[config.mk]
export PLATFORM = sky130hd
export DESIGN_NAME = textvram_render
export DESIGN_NICKNAME = d
export VERILOG_FILES = /design/src/rtl/textvga_pkg.sv /design/src/rtl/textvram_render_timing.sv /design/src/rtl/textvram_render.sv
export SDC_FILE = /design/constraint.sdc
export NUM_CORES = 1
export LEC_CHECK = 0
export CORE_ASPECT_RATIO = 0.5
export CORE_UTILIZATION = 56
export CTS_BUF_LIST = sky130_fd_sc_hd__clkbuf_2 sky130_fd_sc_hd__clkbuf_4 sky130_fd_sc_hd__clkbuf_8
export DETAILED_ROUTE_END_ITERATION = 10
export HOLD_SLACK_MARGIN = 0.03
export PLACE_DENSITY = 0.9
export SETUP_SLACK_MARGIN = 0.02
export SLEW_MARGIN = 20
export SYNTH_ARGS = -nofsm -noshare
export SYNTH_HDL_FRONTEND = slang
export SYNTH_HIERARCHICAL = 1
export SYNTH_SLANG_ARGS = --single-unit
[constraint.sdc]
create_clock -name clk -period 5.14 [get_ports clk]
set_input_delay 1.028 -clock clk [delete_from_list [all_inputs] [get_ports clk]]
set_output_delay 1.028 -clock clk [all_outputs]
set_load 0.05 [all_outputs]
[src/rtl/textvga_pkg.sv]
// Shared timing defaults and address types for the 640x480 text-mode renderer.
package textvga_pkg;

    localparam int unsigned H_ACTIVE = 640;
    localparam int unsigned H_FP     = 16;
    localparam int unsigned H_SYNC   = 96;
    localparam int unsigned H_BP     = 48;
    localparam int unsigned H_TOTAL  = H_ACTIVE + H_FP + H_SYNC + H_BP;
    localparam int unsigned H_SYNC_START = H_ACTIVE + H_FP;
    localparam int unsigned H_SYNC_END   = H_SYNC_START + H_SYNC;

    localparam int unsigned V_ACTIVE = 480;
    localparam int unsigned V_FP     = 10;
    localparam int unsigned V_SYNC   = 2;
    localparam int unsigned V_BP     = 33;
    localparam int unsigned V_TOTAL  = V_ACTIVE + V_FP + V_SYNC + V_BP;
    localparam int unsigned V_SYNC_START = V_ACTIVE + V_FP;
    localparam int unsigned V_SYNC_END   = V_SYNC_START + V_SYNC;

    localparam int unsigned COLS   = 80;
    localparam int unsigned ROWS   = 30;
    localparam int unsigned FONT_H = 16;

    typedef logic [11:0] vram_addr_t;
    typedef logic [11:0] font_addr_t;

endpackage

[src/rtl/textvram_render_timing.sv]
// Raster counters for the text renderer: h/v position, raw sync/enable, cell and scanline indices.
module text_timing #(
    parameter int unsigned H_ACTIVE = textvga_pkg::H_ACTIVE,
    parameter int unsigned H_FP     = textvga_pkg::H_FP,
    parameter int unsigned H_SYNC   = textvga_pkg::H_SYNC,
    parameter int unsigned H_BP     = textvga_pkg::H_BP,
    parameter int unsigned V_ACTIVE = textvga_pkg::V_ACTIVE,
    parameter int unsigned V_FP     = textvga_pkg::V_FP,
    parameter int unsigned V_SYNC   = textvga_pkg::V_SYNC,
    parameter int unsigned V_BP     = textvga_pkg::V_BP
) (
    input  logic       clk,
    input  logic       rst,
    output logic       active,
    output logic       hsync_raw,
    output logic       vsync_raw,
    output logic       line_end,
    output logic       frame_end,
    output logic [2:0] pix_phase,
    output logic [6:0] col,
    output logic [3:0] scanline,
    output logic [5:0] row_idx
);
    import textvga_pkg::*;

    localparam logic [9:0] H_LAST   = 10'(H_ACTIVE + H_FP + H_SYNC + H_BP - 1);
    localparam logic [9:0] V_LAST   = 10'(V_ACTIVE + V_FP + V_SYNC + V_BP - 1);
    localparam logic [9:0] HS_START = 10'(H_ACTIVE + H_FP);
    localparam logic [9:0] HS_END   = 10'(H_ACTIVE + H_FP + H_SYNC);
    localparam logic [9:0] VS_START = 10'(V_ACTIVE + V_FP);
    localparam logic [9:0] VS_END   = 10'(V_ACTIVE + V_FP + V_SYNC);

    logic [9:0] h_q, h_d;
    logic [9:0] v_q, v_d;

    always_comb begin
        line_end  = (h_q == H_LAST);
        frame_end = line_end && (v_q == V_LAST);
        h_d = line_end ? '0 : h_q + 10'd1;
        v_d = v_q;
        if (line_end) begin
            v_d = (v_q == V_LAST) ? '0 : v_q + 10'd1;
        end
        active    = (h_q < 10'(H_ACTIVE)) && (v_q < 10'(V_ACTIVE));
        hsync_raw = !((h_q >= HS_START) && (h_q < HS_END));
        vsync_raw = !((v_q >= VS_START) && (v_q < VS_END));
        pix_phase = h_q[2:0];
        col       = h_q[9:3];
        scanline  = v_q[3:0];
        row_idx   = v_q[9:4];
    end

    always_ff @(posedge clk) begin
        if (rst) begin
            h_q <= '0;
            v_q <= '0;
        end else begin
            h_q <= h_d;
            v_q <= v_d;
        end
    end

endmodule

[src/rtl/textvram_render.sv]
// Text-mode renderer: VRAM/font fetch pipeline, 1bpp serialiser and 3-stage sync delay.
// Optional blinking block cursor on scanlines 14..15 when TEXTVRAM_CURSOR_EN is defined.
module textvram_render #(
    parameter int unsigned H_ACTIVE = textvga_pkg::H_ACTIVE,
    parameter int unsigned H_FP     = textvga_pkg::H_FP,
    parameter int unsigned H_SYNC   = textvga_pkg::H_SYNC,
    parameter int unsigned H_BP     = textvga_pkg::H_BP,
    parameter int unsigned V_ACTIVE = textvga_pkg::V_ACTIVE,
    parameter int unsigned V_FP     = textvga_pkg::V_FP,
    parameter int unsigned V_SYNC   = textvga_pkg::V_SYNC,
    parameter int unsigned V_BP     = textvga_pkg::V_BP,
    parameter int unsigned COLS     = textvga_pkg::COLS,
    parameter int unsigned ROWS     = textvga_pkg::ROWS
) (
    input  logic        clk,
    input  logic        rst,
    output logic [11:0] vram_addr,
    input  logic [7:0]  vram_data,
    output logic [11:0] font_addr,
    input  logic [7:0]  font_data,
    input  logic [11:0] cursor_addr,
    output logic        pix,
    output logic        de,
    output logic        hsync,
    output logic        vsync
);
    import textvga_pkg::*;

    logic       active, hsync_raw, vsync_raw, line_end, frame_end;
    logic [2:0] pix_phase;
    logic [6:0] col;
    logic [3:0] scanline;
    logic [5:0] row_idx;

    text_timing #(
        .H_ACTIVE(H_ACTIVE), .H_FP(H_FP), .H_SYNC(H_SYNC), .H_BP(H_BP),
        .V_ACTIVE(V_ACTIVE), .V_FP(V_FP), .V_SYNC(V_SYNC), .V_BP(V_BP)
    ) u_timing (
        .clk       (clk),
        .rst       (rst),
        .active    (active),
        .hsync_raw (hsync_raw),
        .vsync_raw (vsync_raw),
        .line_end  (line_end),
        .frame_end (frame_end),
        .pix_phase (pix_phase),
        .col       (col),
        .scanline  (scanline),
        .row_idx   (row_idx)
    );

    vram_addr_t row_base_q, row_base_d;
    vram_addr_t vram_addr_q, vram_addr_d;
    font_addr_t font_addr_q, font_addr_d;
    logic [7:0] shreg_q, shreg_d;
    logic [7:0] font_byte;
    logic [5:0] frame_cnt_q, frame_cnt_d;
    logic [2:0] de_q, de_d, hs_q, hs_d, vs_q, vs_d;

`ifdef TEXTVRAM_CURSOR_EN
    logic cursor_hit;
    // vram_addr_q still holds row_base+col of the cell being loaded at phase 2
    always_comb begin
        cursor_hit = (vram_addr_q == cursor_addr) && (scanline[3:1] == 3'b111) && !frame_cnt_q[5];
        font_byte  = cursor_hit ? ~font_data : font_data;
    end
`else
    logic unused_cursor;
    always_comb begin
        unused_cursor = ^cursor_addr;
        font_byte     = font_data;
    end
`endif

    always_comb begin
        row_base_d = row_base_q;
        if (frame_end) begin
            row_base_d = '0;
        end else if (line_end && (scanline == 4'(FONT_H - 1)) && (32'(row_idx) < ROWS - 1)) begin
            row_base_d = row_base_q + 12'(COLS);
        end

        vram_addr_d = vram_addr_q;
        if (active && (pix_phase == 3'd0)) begin
            vram_addr_d = row_base_q + {5'b0, col};
        end

        font_addr_d = font_addr_q;
        if (active && (pix_phase == 3'd1)) begin
            font_addr_d = {vram_data, scanline};
        end

        shreg_d = {shreg_q[6:0], 1'b0};
        if (active && (pix_phase == 3'd2)) begin
            shreg_d = font_byte;
        end

        frame_cnt_d = frame_end ? frame_cnt_q + 6'd1 : frame_cnt_q;

        de_d = {de_q[1:0], active};
        hs_d = {hs_q[1:0], hsync_raw};
        vs_d = {vs_q[1:0], vsync_raw};
    end

    always_ff @(posedge clk) begin
        if (rst) begin
            row_base_q  <= '0;
            vram_addr_q <= '0;
            font_addr_q <= '0;
            shreg_q     <= '0;
            frame_cnt_q <= '0;
            de_q        <= '0;
            hs_q        <= '1;
            vs_q        <= '1;
        end else begin
            row_base_q  <= row_base_d;
            vram_addr_q <= vram_addr_d;
            font_addr_q <= font_addr_d;
            shreg_q     <= shreg_d;
            frame_cnt_q <= frame_cnt_d;
            de_q        <= de_d;
            hs_q        <= hs_d;
            vs_q        <= vs_d;
        end
    end

    always_comb begin
        vram_addr = vram_addr_q;
        font_addr = font_addr_q;
        pix       = shreg_q[7] & de_q[2];
        de        = de_q[2];
        hsync     = hs_q[2];
        vsync     = vs_q[2];
    end

endmodule
==> results.md <==
- Worst skew pair latency: 0.35 ns
- Post_cts resized: 0
- Status: finished, final reports clean
- HP Class: register to register
- Max Cap Violations: 0
- Final net count: 409
- Post-synth ARST share: 0%
- Number of synthesized register bits: 69
- Vias/cell: 5.52
- GR Util met3: 9.11%
- Layout area overhead: 24.1%
- CTS Hold Buffers Added: 0
- Primary FF master, synth: dfxtp_1
- Clk sink count: 69
- Slew @ Worst Pin: 1.07 ns
- GR peak layer: met2
- CTS root buf: clkbuf_8
- Total gr overflow: 0
- Die H: 53.1 um
- Worst Path Required: 5.42 ns
- Syn. warnings: 6
- Total negative slack: 0 ns
- Syn Nets: 370
- CP peak stage delay: 0.69 ns
- Initial core utilization: 58.8%
- Die width: 104 um
- Yosys cell types: 43
- Worst Setup End Kind: register
- CP delay by family, top: simple AND/OR/NAND/NOR gates
- Minimum clock period: 3.37 ns
- First-pass detailed-route iteration total: 4
- Remaining DRCs: 0
- Final WL: 6.60 mm
- Slew margin rel.: 28.6%
- Antenna Violating Nets Remaining: 0
- TritonCTS clock tree: built
- ANT cells: 0
- FMAX: 296 MHz
- Post-DP HPWL: 4.51 mm
- Gpl congestion: 0.794
- Leakage: 0.00126 uW
- Crit start category: register
- Hold_ws: 0.412 ns
- Mapped cell area: 2930 um2
- GR met2 Demand/Resource: 44.8%
- R2r setup slk: 1.77 ns
- Crit-path cells: ha_1, nand3_2, or4_1, inv_1, nand4b_1, or3_1, or4_1, a21oi_1
- CP Data Arrival Time: 3.65 ns
- Post-CTS Setup Bufs: 0
- Top cell by count, worst path: or4_1
- Initial antenna violation count: 0
- H-tree Lvls: 3
- Number of DRC markers in iteration 0: 144
- Final Max Tran Viols: 0
- Sequential share of the synthesized area: 47.2%
- Max Buffers Root-to-Sink: 2
- Critical path class: register to register
- GRT Overall Usage: 24.7%
- Clock skew: 0.00630 ns
- Core area: 4980 um2
- Layout Utilization: 73.0%
- Worst path buffer plus inverter count: 1
- Vias in the first global route: 2225
- # IOs: 58
- Largest net degree at the start of global routing: 30
- Met1 Resource Use GR: 27.1%
- Die area: 5530 um2
- Rows: 18
- # setup viols final: 0
- Mapped Cells: 331
- TritonCTS Buffers: 9
- First-pass GRT wire length: 10.2 mm
- Largest vdd supply drop: 0.000182 V
- Wire per inst: 14.8 um
- Synth top area share: 47.2%
- Vias: 2458
- Pwr per Cell Area: 318 nW/um2
- Worst-path clk slew: 0.07 ns
- Synth top area cells: dfxtp_1 47%, nand2_1 5.9%, a21oi_1 5.1%
- RSZ-0062 raised after global routing: no
- Slowest-stage cell, CP: or4_1
- Share of cells above drive strength 1: 8.00%
- Cell taking the most area after synthesis: dfxtp_1
- PortBufs: 45
- Worst-path fanout max: 10
- Post-synth EDFFs: 0
- Syn avg cell area: 8.84 um2
- Final worst path period share: 65.6%
- Hold Vio Cnt, Final: 0
==> layer usage <==
layer | share of wire, % | routed length, um
met5 | 0 | 0
met3 | 6.5 | 427
met1 | 41 | 2710
met4 | 1.9 | 128
met2 | 51 | 3340
==> power breakdown <==
part / total (uW) / switching, uW / internal (uW) / leakage, uW
Sequential: 559 / 9.79 / 549 / 0.000560
Combinational: 116 / 73.0 / 42.8 / 0.000584
Clock: 480 / 202 / 278 / 0.000114
==> metrics by stage <==
step	power (uW)	area [um2]	setup WS [ns]	cells
final	1160	3630	1.77	445
after global routing	1200	3630	1.62	445
after CTS	1160	3620	1.84	445
after detailed placement	685	3400	1.90	429
after global placement	680	3400	2.04	429
after floorplan	644	2930	2.28	331
==> cell usage in the layout (no fill, tap or decap), drive strengths merged, types with 2 or more instances in the layout <==
cell           netlist  layout
dfxtp               69      69
nand2               46      46
clkdlybuf4s50        0      45
nor2                37      37
a21oi               30      30
xnor2               17      17
clkbuf              16      10
mux2i                9       9
nor4                 8       8
ha                   8       8
inv                  8       8
nand3                8       8
or2                  7       7
nand4                6       6
xor2                 5       5
a211oi               5       5
nor3                 5       5
o31ai                4       4
or4                  4       4
nor2b                4       4
clkinv               0       4
nand2b               3       3
nand3b               3       3
or3                  3       3
o21ai                3       3
and4                 3       3
and2                 2       2
nor3b                2       2
bufinv               0       2
nor4b                2       2
nand4bb              2       2
==> cells by family (layout without fill, tap and decap cells) <==
kind of cell             after synthesis  after routing  synth area share (%)
buffers and inverters                 26             70                  3.64
AND/OR/NAND/NOR                      150            150                  26.2
AO/OA/AOI/OAI                         46             46                  9.15
flip-flops                            69             69                  47.2
XOR/XNOR                              22             22                  6.59
adder cells (fa/ha/maj)                9              9                  4.11
multiplexers                           9              9                  3.08
==> registers in the layout, summed over array words and instances (netlist names) <==
register / flops
font_addr: 12
vram_addr: 12
u_timing/h_q: 10
u_timing/v_q: 10
row_base_q: 8
shreg_q: 8
de_q: 3
hs_q: 3
vs_q: 3
==> synthesized netlist by cell type, types with 6 or more instances <==
master / number
nand4_1: 6
or2_2: 7
nand2_1: 46
inv_1: 8
nor2_1: 37
clkbuf_1: 15
nor4_1: 8
mux2i_1: 9
xnor2_1: 17
ha_1: 8
a21oi_1: 30
dfxtp_1: 69
nand3_1: 7
==> worst reg2reg max path, delay by kind of cell, from the launching register on <==
family,cells,cell delay [ns]
buf+inv,1,0.17
compound gates,1,0.17
flops,1,0.54
fa+ha+maj,1,0.29
simple gates,5,2.13
==> area by class of cell <==
type                            count  area [um2]
Timing Repair Buffer               46         458
Clock buffer                       10         131
Clock inverter                      6        87.6
Sequential cell                    69        1380
Inverter                            8        30.0
Tap cell                           70        87.6
Multi-Input combinational cell    236        1460
Fill cell                         335        1350
==> final timing paths <==
check                       start        endpoint  cells past startpoint
setup / recovery  u_timing/h_q[0]  row_base_q[11]                      8
hold / removal            vs_q[0]         vs_q[1]                      1
setup reg to reg  u_timing/h_q[0]  row_base_q[11]                      8
hold reg to reg           vs_q[0]         vs_q[1]                      1
(Power assumes the default switching activity.)
